**config.mk**
```make
export PLATFORM = sky130hd
export DESIGN_NAME = ili9341_sprite_scaler
export DESIGN_NICKNAME = d
export VERILOG_FILES = /design/src/rtl/ili9341_sprite_scaler.sv
export SDC_FILE = /design/constraint.sdc
export NUM_CORES = 1
export LEC_CHECK = 0
export BUFFER_PORTS_ARGS = -buffer_cell sky130_fd_sc_hd__clkbuf_2
export CAP_MARGIN = 20
export CELL_PAD_IN_SITES_DETAIL_PLACEMENT = 1
export CELL_PAD_IN_SITES_GLOBAL_PLACEMENT = 1
export CORE_MARGIN = 1.5
export CORE_UTILIZATION = 41
export DETAILED_ROUTE_END_ITERATION = 8
export PLACE_DENSITY = 0.77
export SYNTH_ARGS = -nofsm -noshare
export SYNTH_HDL_FRONTEND = slang
export SYNTH_SLANG_ARGS = --single-unit
```
**constraint.sdc**
```tcl
create_clock -name clk_out -period 3.8 [get_ports clk_out]
set_clock_uncertainty 0.15 [all_clocks]
set_input_delay 0.19 -clock clk_out [delete_from_list [all_inputs] [get_ports clk_out]]
set_output_delay 0.19 -clock clk_out [all_outputs]
set_load 0.01 [all_outputs]
```
**src/rtl/ili9341_sprite_scaler.sv**
```systemverilog
// ili9341_sprite_scaler: streams one DISP_W x DISP_H RGB565 frame per request.
// The frame is built from a sprite ROM with integer nearest-neighbour upscaling.
// The sprite is centred on the display, and pixels outside it take BG_COLOR.
// The sprite image is latched at frame start; img_sel changes take effect on the next frame.
// Optional feature macro: SPRITE_KEY_EN (ROM words equal to KEY_COLOR render as BG_COLOR).
//
// state | meaning
// IDLE  | latch image, clear frame_done, restart raster at (0,0)
// FETCH | mem_addr presents the current pixel's ROM address
// WAIT  | ROM word valid; register pix_data (sprite or fill) and raise pix_valid
// SHOW  | hold pixel until accepted, then advance raster
// DONE  | frame finished; wait for a new image request
module ili9341_sprite_scaler #(
   parameter int DISP_W     = 240,
   parameter int DISP_H     = 240,
   parameter int SRC_W      = 80,
   parameter int SRC_H      = 80,
   parameter int SCALE      = 3,
   parameter int N_IMG      = 14,
   parameter int PIXEL_SIZE = 16,
   parameter logic [PIXEL_SIZE-1:0] BG_COLOR  = 16'h001F,
   parameter logic [PIXEL_SIZE-1:0] KEY_COLOR = 16'hF81F,
   localparam int SELW   = (N_IMG > 1) ? $clog2(N_IMG) : 1,
   localparam int ADDR_W = (N_IMG*SRC_W*SRC_H > 1) ? $clog2(N_IMG*SRC_W*SRC_H) : 1
) (
   input  logic                  clk_out,
   input  logic                  rst,
   input  logic [SELW-1:0]       img_sel,
   input  logic                  pix_ready,
   output logic                  pix_valid,
   output logic [PIXEL_SIZE-1:0] pix_data,
   output logic                  frame_done,
   output logic [ADDR_W-1:0]     mem_addr,
   input  logic [PIXEL_SIZE-1:0] mem_data
);

   localparam int XW  = (DISP_W > 1) ? $clog2(DISP_W) : 1;
   localparam int YW  = (DISP_H > 1) ? $clog2(DISP_H) : 1;
   localparam int SXW = (SRC_W > 1)  ? $clog2(SRC_W)  : 1;
   localparam int SYW = (SRC_H > 1)  ? $clog2(SRC_H)  : 1;
   localparam int SBW = (SCALE > 1)  ? $clog2(SCALE)  : 1;

   localparam logic [XW:0]       X0_C     = (XW+1)'((DISP_W - SRC_W*SCALE) / 2);
   localparam logic [YW:0]       Y0_C     = (YW+1)'((DISP_H - SRC_H*SCALE) / 2);
   localparam logic [XW:0]       WIN_W_C  = (XW+1)'(SRC_W*SCALE);
   localparam logic [YW:0]       WIN_H_C  = (YW+1)'(SRC_H*SCALE);
   localparam logic [XW-1:0]     X_LAST   = XW'(DISP_W - 1);
   localparam logic [YW-1:0]     Y_LAST   = YW'(DISP_H - 1);
   localparam logic [SXW-1:0]    SX_LAST  = SXW'(SRC_W - 1);
   localparam logic [SYW-1:0]    SY_LAST  = SYW'(SRC_H - 1);
   localparam logic [SBW-1:0]    SUB_LAST = SBW'(SCALE - 1);
   localparam logic [ADDR_W-1:0] ROW_STEP = ADDR_W'(SRC_W);
   localparam logic [ADDR_W-1:0] IMG_SZ_C = ADDR_W'(SRC_W*SRC_H);
   localparam logic [SELW:0]     N_IMG_C  = (SELW+1)'(N_IMG);

   generate
      if (SCALE < 1 || SRC_W*SCALE > DISP_W || SRC_H*SCALE > DISP_H) begin : g_param_check
         $error("ili9341_sprite_scaler: scaled sprite does not fit the display");
      end
   endgenerate

   typedef enum logic [2:0] {S_IDLE, S_FETCH, S_WAIT, S_SHOW, S_DONE} state_t;

   state_t                r_state;
   logic [XW-1:0]         r_x;
   logic [YW-1:0]         r_y;
   logic [SBW-1:0]        r_subx, r_suby;
   logic [SXW-1:0]        r_sx;
   logic [SYW-1:0]        r_sy;
   logic [ADDR_W-1:0]     r_row_base, r_img_base, r_mem_addr;
   logic [SELW-1:0]       r_img_lat, r_sel_prev;
   logic                  r_pending, r_pix_valid, r_frame_done;
   logic [PIXEL_SIZE-1:0] r_pix_data;

   logic [XW:0]           w_dx;
   logic [YW:0]           w_dy;
   logic                  w_in_x, w_in_y, w_last_col, w_last_row, w_sel_chg, w_key_hit;
   logic [XW-1:0]         w_x_nx;
   logic [YW-1:0]         w_y_nx;
   logic [SBW-1:0]        w_subx_nx, w_suby_nx;
   logic [SXW-1:0]        w_sx_nx;
   logic [SYW-1:0]        w_sy_nx;
   logic [ADDR_W-1:0]     w_row_nx, w_addr_cur, w_addr_nxt, w_sel_base;
   logic [SELW-1:0]       w_sel_idx;
   logic [PIXEL_SIZE-1:0] w_pix_sel;

   // Pixels left or above the window wrap to large values thanks to the guard bit.
   assign w_dx       = {1'b0, r_x} - X0_C;
   assign w_dy       = {1'b0, r_y} - Y0_C;
   assign w_in_x     = (w_dx < WIN_W_C);
   assign w_in_y     = (w_dy < WIN_H_C);
   assign w_last_col = (r_x == X_LAST);
   assign w_last_row = (r_y == Y_LAST);
   assign w_sel_chg  = (img_sel != r_sel_prev);
   assign w_key_hit  = (mem_data == KEY_COLOR);

   assign w_sel_idx  = ({1'b0, img_sel} >= N_IMG_C) ? '0 : img_sel;
   assign w_sel_base = ADDR_W'(w_sel_idx) * IMG_SZ_C;
   assign w_addr_cur = r_img_base + r_row_base + ADDR_W'(r_sx);
   assign w_addr_nxt = r_img_base + w_row_nx + ADDR_W'(w_sx_nx);

   // Next raster/source position; sx and sy saturate so the address never leaves the image.
   always_comb begin
      w_x_nx    = r_x;
      w_y_nx    = r_y;
      w_subx_nx = r_subx;
      w_suby_nx = r_suby;
      w_sx_nx   = r_sx;
      w_sy_nx   = r_sy;
      w_row_nx  = r_row_base;
      if (w_last_col) begin
         w_x_nx    = '0;
         w_subx_nx = '0;
         w_sx_nx   = '0;
         if (w_last_row) begin
            w_y_nx    = '0;
            w_suby_nx = '0;
            w_sy_nx   = '0;
            w_row_nx  = '0;
         end else begin
            w_y_nx = r_y + 1'b1;
            if (w_in_y) begin
               if (r_suby == SUB_LAST) begin
                  w_suby_nx = '0;
                  if (r_sy != SY_LAST) begin
                     w_sy_nx  = r_sy + 1'b1;
                     w_row_nx = r_row_base + ROW_STEP;
                  end
               end else begin
                  w_suby_nx = r_suby + 1'b1;
               end
            end
         end
      end else begin
         w_x_nx = r_x + 1'b1;
         if (w_in_x) begin
            if (r_subx == SUB_LAST) begin
               w_subx_nx = '0;
               if (r_sx != SX_LAST) w_sx_nx = r_sx + 1'b1;
            end else begin
               w_subx_nx = r_subx + 1'b1;
            end
         end
      end
   end

   // Pixel colour for the current raster position from the ROM word.
   always_comb begin
      w_pix_sel = BG_COLOR;
      if (w_in_x && w_in_y) begin
`ifdef SPRITE_KEY_EN
         w_pix_sel = w_key_hit ? BG_COLOR : mem_data;
`else
         // Key word passes through unchanged.
         w_pix_sel = w_key_hit ? KEY_COLOR : mem_data;
`endif
      end
   end

   // Frame sequencer with registered outputs.
   always_ff @(posedge clk_out) begin
      if (!rst) begin
         r_state      <= S_IDLE;
         r_x          <= '0;
         r_y          <= '0;
         r_subx       <= '0;
         r_suby       <= '0;
         r_sx         <= '0;
         r_sy         <= '0;
         r_row_base   <= '0;
         r_img_base   <= '0;
         r_img_lat    <= '0;
         r_sel_prev   <= img_sel;
         r_pending    <= 1'b0;
         r_pix_valid  <= 1'b0;
         r_pix_data   <= '0;
         r_frame_done <= 1'b0;
         r_mem_addr   <= '0;
      end else begin
         r_sel_prev <= img_sel;
         case (r_state)
            S_IDLE: begin
               r_img_lat    <= img_sel;
               r_img_base   <= w_sel_base;
               r_mem_addr   <= w_sel_base;
               r_x          <= '0;
               r_y          <= '0;
               r_subx       <= '0;
               r_suby       <= '0;
               r_sx         <= '0;
               r_sy         <= '0;
               r_row_base   <= '0;
               r_frame_done <= 1'b0;
               r_pending    <= 1'b0;
               r_pix_valid  <= 1'b0;
               r_state      <= S_FETCH;
            end
            S_FETCH: begin
               r_mem_addr <= w_addr_cur;
               if (w_sel_chg) r_pending <= 1'b1;
               r_state <= S_WAIT;
            end
            S_WAIT: begin
               r_pix_data  <= w_pix_sel;
               r_pix_valid <= 1'b1;
               if (w_sel_chg) r_pending <= 1'b1;
               r_state <= S_SHOW;
            end
            S_SHOW: begin
               if (w_sel_chg) r_pending <= 1'b1;
               if (r_pix_valid && pix_ready) begin
                  r_pix_valid <= 1'b0;
                  r_x         <= w_x_nx;
                  r_y         <= w_y_nx;
                  r_subx      <= w_subx_nx;
                  r_suby      <= w_suby_nx;
                  r_sx        <= w_sx_nx;
                  r_sy        <= w_sy_nx;
                  r_row_base  <= w_row_nx;
                  if (w_last_col && w_last_row) begin
                     r_mem_addr   <= '0;
                     r_frame_done <= 1'b1;
                     r_state      <= S_DONE;
                  end else begin
                     r_mem_addr <= w_addr_nxt;
                     r_state    <= S_FETCH;
                  end
               end
            end
            S_DONE: begin
               r_pix_valid  <= 1'b0;
               r_mem_addr   <= '0;
               r_frame_done <= 1'b1;
               if (r_pending || (img_sel != r_img_lat)) begin
                  r_pending <= 1'b0;
                  r_state   <= S_IDLE;
               end
            end
            default: r_state <= S_IDLE;
         endcase
      end
   end

   assign pix_valid  = r_pix_valid;
   assign pix_data   = r_pix_data;
   assign frame_done = r_frame_done;
   assign mem_addr   = r_mem_addr;

endmodule

```
* Word level (Yosys, flattened, before mapping)
Cells that the tools add are included.
W data, S select, Z words.
** Word-level totals
- Flip-flop bits (word level) :: 107
- Input port bits :: 23
- Output and inout port bits :: 35
- Word-level logic and storage cells :: 131
** Operators by class
- $add $sub $neg :: 11
- $mul :: 1
- Magnitude comparators :: 3
- Eq/ne operators :: 22
- Muxes and demuxes :: 56
- Reduce and logical (&&, ||, !) cells :: 22
** Operators by type and width (number)
- $mux W17 :: 8
- $mux W7 :: 11
- $pmux W17 S4 :: 1
- $mux W8 :: 5
- $add A17 B17 Y17 :: 2
- $add A17 B7 Y17 :: 2
- $pmux W17 S2 :: 1
- $mux W16 :: 2
- $pmux W8 S2 :: 2
- $pmux W7 S2 :: 2
- $mux W2 :: 9
- $add A17 B7 Y17 const B :: 1
- $add A8 B1 Y8 const B :: 2
- $eq A16 B16 Y1 const B :: 1
- $eq A8 B8 Y1 const B :: 2
- $lt A8 B8 Y1 const B :: 2
- $pmux W3 S5 :: 1
- $add A7 B1 Y7 const B :: 2
- $ne A7 B7 Y1 const B :: 2
- $ne A3 B3 Y1 const B :: 4
- $reduce_and A3 Y1 :: 4
- $mul A4 B5 Y9 const B :: 1
- $mux W3 :: 3
- $pmux W1 S3 :: 3
- 23 further kinds :: 42

* Longest topological paths before layout
- Word-level depth :: 11
- Mapped depth :: 17

* Worst setup path before layout
No wires, ideal clock.
- Path kind :: flip-flop to flip-flop
- Start :: register r_x[0]
- End :: register r_mem_addr[15], in the netlist mem_addr[15]
- Library setup time :: 0.120 ns
- Data arrival time :: 3.922 ns
- Data required time :: 3.530 ns
- Path slack :: -0.392 ns
- Cell stages (with the launch flop) :: 17
- Path buffers :: 2
- Clock period less this slack :: 4.192 ns
- Path through :: dfxtp_1 > ha_1 > nand3_1 > or3b_1 > buf_2 > or4b_1 > buf_2 > or3_1 > a21oi_1 > ha_1 > a21o_1 > a21o_1 > a22o_1 > a41oi_1 > mux2_2 > nor3_1 > a21oi_1
** Between the ends
- Cells in the longest elaborated chain, start to end :: 7
- Elaborated cells between the ends (all ways) :: 11
- Classes of those cells :: 2 x add/sub; 1 x order compare; 1 x eq/ne; 6 x mux; 1 x reduce/logical
** Ends and longest elaborated chain
- start, declared :: line 65 : logic [XW-1:0] r_x;
- start signal, assigned :: line 213 : r_x <= w_x_nx;
- $eq A8 B8 Y1 or $lt A8 B8 Y1 (tied branches) :: line 92, 90
- $mux W17 or $mux W7 (tied branches) :: line 111, 136
- $add A17 B17 Y17 or $mux W7 (tied branches) :: line 100, 111
- $add A17 B7 Y17 :: line 100 : assign w_addr_nxt = r_img_base + w_row_nx + ADDR_W'(w_sx_nx);
- $mux W17 (*) :: line 220 : if (w_last_col && w_last_row) begin
- $mux W17 (*) :: line 211 : if (r_pix_valid && pix_ready) begin
- $pmux W17 S4 (*) :: line 181 : case (r_state)
- end signal, assigned :: line 185 : r_mem_addr <= w_sel_base;
- end signal, assigned :: line 199 : r_mem_addr <= w_addr_cur;
- end signal, assigned :: line 225 : r_mem_addr <= w_addr_nxt;
- end, declared :: line 70 : logic [ADDR_W-1:0] r_row_base, r_img_base, r_mem_addr;
Every way passes the cells marked *; elsewhere a longest branch is shown, timed or not. The select of a mux whose other input is x is not followed.
A chain may end at the register's enable or synchronous reset.

* Worst setup path in the final report
Ends and elaborated chain as after synthesis.

==> impl_metrics.tcl <==
set metrics [dict create \
    status "finished with violations" \
    violations "negative setup slack" \
    syn_avg_cell_area_sq_um 7.975 \
    grt_max_degree 42 \
    cp_top_family "simple AND/OR/NAND/NOR gates" \
    synth_area_sq_um 6460 \
    powerDensity_nw_per_um2 342.3 \
    post-place-ws_ns -0.1243 \
    worstSetupPathDepth 15 \
    tightest_slew_ns 0.8174 \
    path_clk_slew_ns 0.07 \
    yosysMostFrequentCell "nor2_1" \
    slowest_delay_ns 0.60 \
    finalWorstSetupSlack_ns -0.09162 \
    synth_area_leader_cell "dfxtp_1" \
    synth_cells 810 \
    grt_pass1_vias 6897 \
    max-vdd-ir-drop_uv 254.4 \
    totalWireLength_um 23240 \
    cp-end-kind "register" \
    rr_worst_depth 15 \
    routedWlPerCell_um 20.12 \
    holdPathStages 4 \
    detail-route-antenna-nets 0 \
    clock-sinks 107 \
    portBuffers 57 \
    numCtsBuffers 9 \
    final_cells 1155 \
    tns_ns -0.2142 \
    die_w_um 128.5 \
    critPathBufInv 1 \
    finalHoldViolCount 0 \
    drive_above_1_share_pct 20.68 \
    grt_first_pass_wirelength_um 35910 \
    period_minus_slack_ns 3.892 \
    dpl.hpwl_um 16270 \
    cts_root_buf "clkbuf_16" \
    final_cell_area_sq_um 8179 \
    worstPathCellList "ha_4, nand3_4, or3b_4, or4b_4, buf_6, nand2b_4, xor2_1, nor2_1, ha_1, a21o_1, a22o_1, a41oi_2, mux2_4, nor3_2, a21oi_1" \
    synth_warnings 0 \
    synth.top_cell.area_share_pct 33.16 \
    synthArstFlopShare_pct 0 \
    cts_buffer_depth 2 \
    route.detailed.drc 0 \
    dpl_cell_area_sq_um 7467 \
    grt-ovfl-total 0 \
    leakage_nw 3.494 \
    synthTopCellsByArea "dfxtp_1 (33%), ha_1 (8.9%), nor2_1 (6.3%)" \
    core_area_sq_um 15310 \
    ys_seq_elements 107 \
    pin_count 58 \
    max_freq_ghz 0.2570 \
    grt_setup_unrepaired "true" \
    critPathMaxFanout 4 \
    hold_path_class "primary input to register" \
    via_per_inst 5.817 \
    final_core_util_pct 53.41 \
    synth_ff_type "dfxtp_1" \
    post-route-period-util_pct 102.4 \
    antenna_found_initial 0 \
    slew_viol_final 0 \
    die_h_um 128.5 \
    required_ns 3.90 \
    track_usage_pct 28.03 \
    startpoint_type "register" \
    num-nets-final 1010 \
    r2r_slack_ns -0.09 \
    maxCapViolations 0 \
    start_util_pct 42.18 \
    synth-edff-count 0 \
    cts_tree "built" \
    yosys-top-cells-count "nor2_1 (108), dfxtp_1 (107), nand2_1 (83), a21oi_1 (75), ha_1 (46)" \
    rows 45 \
    h-tree-depth 3 \
    die-area_sq_um 16520 \
    vias 6719 \
    crit_arrival_ns 3.99 \
    gp_congestion 0.9009 \
    holdWs_ns 0.01880 \
    area_delta_synth_final_pct 26.61 \
    dr.first_iter.drc_count 462 \
    p_total_mw 2.799 \
    ys_seq_area_share_pct 33.16 \
    place_inst 1113 \
    slew-limit-headroom_pct 45.51 \
    dr.pass1.iters 6 \
    worstSetupPathType "register to register" \
    ys_types 58 \
    insertion_delay_ns 0.36 \
    synth_nets 882 \
    setup-violations-final 4 \
    slowest_stage "or4b_4" \
]
-- path summary, 6_finish.rpt --
check | end | from
setup reg to reg | mem_addr[15]$_SDFFE_PN0P_ | r_x[0]$_SDFFE_PN0P_
hold reg to reg | r_row_base[0]$_SDFFE_PN0P_ | r_row_base[0]$_SDFFE_PN0P_
setup / recovery | mem_addr[15]$_SDFFE_PN0P_ | r_x[0]$_SDFFE_PN0P_
hold / removal | pix_valid$_SDFFE_PN0P_ | pix_ready
-- registers in the layout (all words and copies together) (netlist names), 7 cells and up --
| signal | cells |
|---|---|
| pix_data | 16 |
| r_img_base | 9 |
| r_y | 8 |
| r_sy | 7 |
| r_sx | 7 |
| r_x | 8 |
| r_row_base | 17 |
| mem_addr | 17 |
-- cell families (layout without fill, tap and decap cells) --
logic type,after synthesis,count (layout),synth area share [%]
AO/OA/AOI/OAI,197,197,19.45
XOR/XNOR,62,62,8.406
adder cells (fa/ha/maj),49,49,9.839
buffers and inverters,58,191,3.409
flip-flops,107,107,33.16
multiplexers,9,9,1.414
other,0,1,0
AND/OR/NAND/NOR,328,328,24.33
-- metal layers --
metal,routed length [um],track usage (%),vias up
met5,0,0,-
li1,-,-,3156
met2,11350,48.48,177
met1,9955,35.00,3331
met3,1105,3.326,55
met4,820,12.95,0
-- power by group --
part           leakage [nW]  switching (mW)  internal, mW
combinational          2.47           0.346         0.208
sequential            0.873          0.0544          1.19
clock                 0.147           0.468         0.537
-- what timing repair did --
item | in CTS | in global routing
pin swaps | 5 | 31
buffers inserted | 2 | 3
gates resized for setup | 13 | 22
hold buffers | 20 | 0
endpoints found under the hold margin | 21 | 0
endpoints found under the setup margin | 5 | 7
-- worst reg2reg max path: cells and delay by family, from the launching register on --
kind	cells	cell delay (ns)
and+or+nand+nor	6	1.51
buffers and inverters	1	0.16
xor gates and xnor gates	1	0.15
muxes	1	0.32
AOI/OAI and AO/OA	4	0.69
DFF	1	0.36
adders and majority gates	2	0.45
-- layout by cell type, fill, tap and decap left out, types with 19 or more instances in the layout --
cell type        n
buf_4           72
ha_1            43
nor3_1          19
a21oi_1         71
nand3_1         35
clkbuf_2        57
nand2_1         83
o21ai_0         25
dlygate4sd3_1   20
inv_1           22
dfxtp_1        104
xor2_1          22
xnor2_1         39
nor2_1         104
-- final cells by class --
cell class | instances | area (sq um)
Fill cell | 1888 | 7136
Multi-Input combinational cell | 645 | 4299
Sequential cell | 107 | 2146
Timing Repair Buffer | 152 | 1069
Tap cell | 211 | 264.0
Clock buffer | 10 | 239.0
Inverter | 23 | 86.33
Clock inverter | 6 | 73.82
Antenna cell | 1 | 2.502
Power figures use the tool's default switching activity.
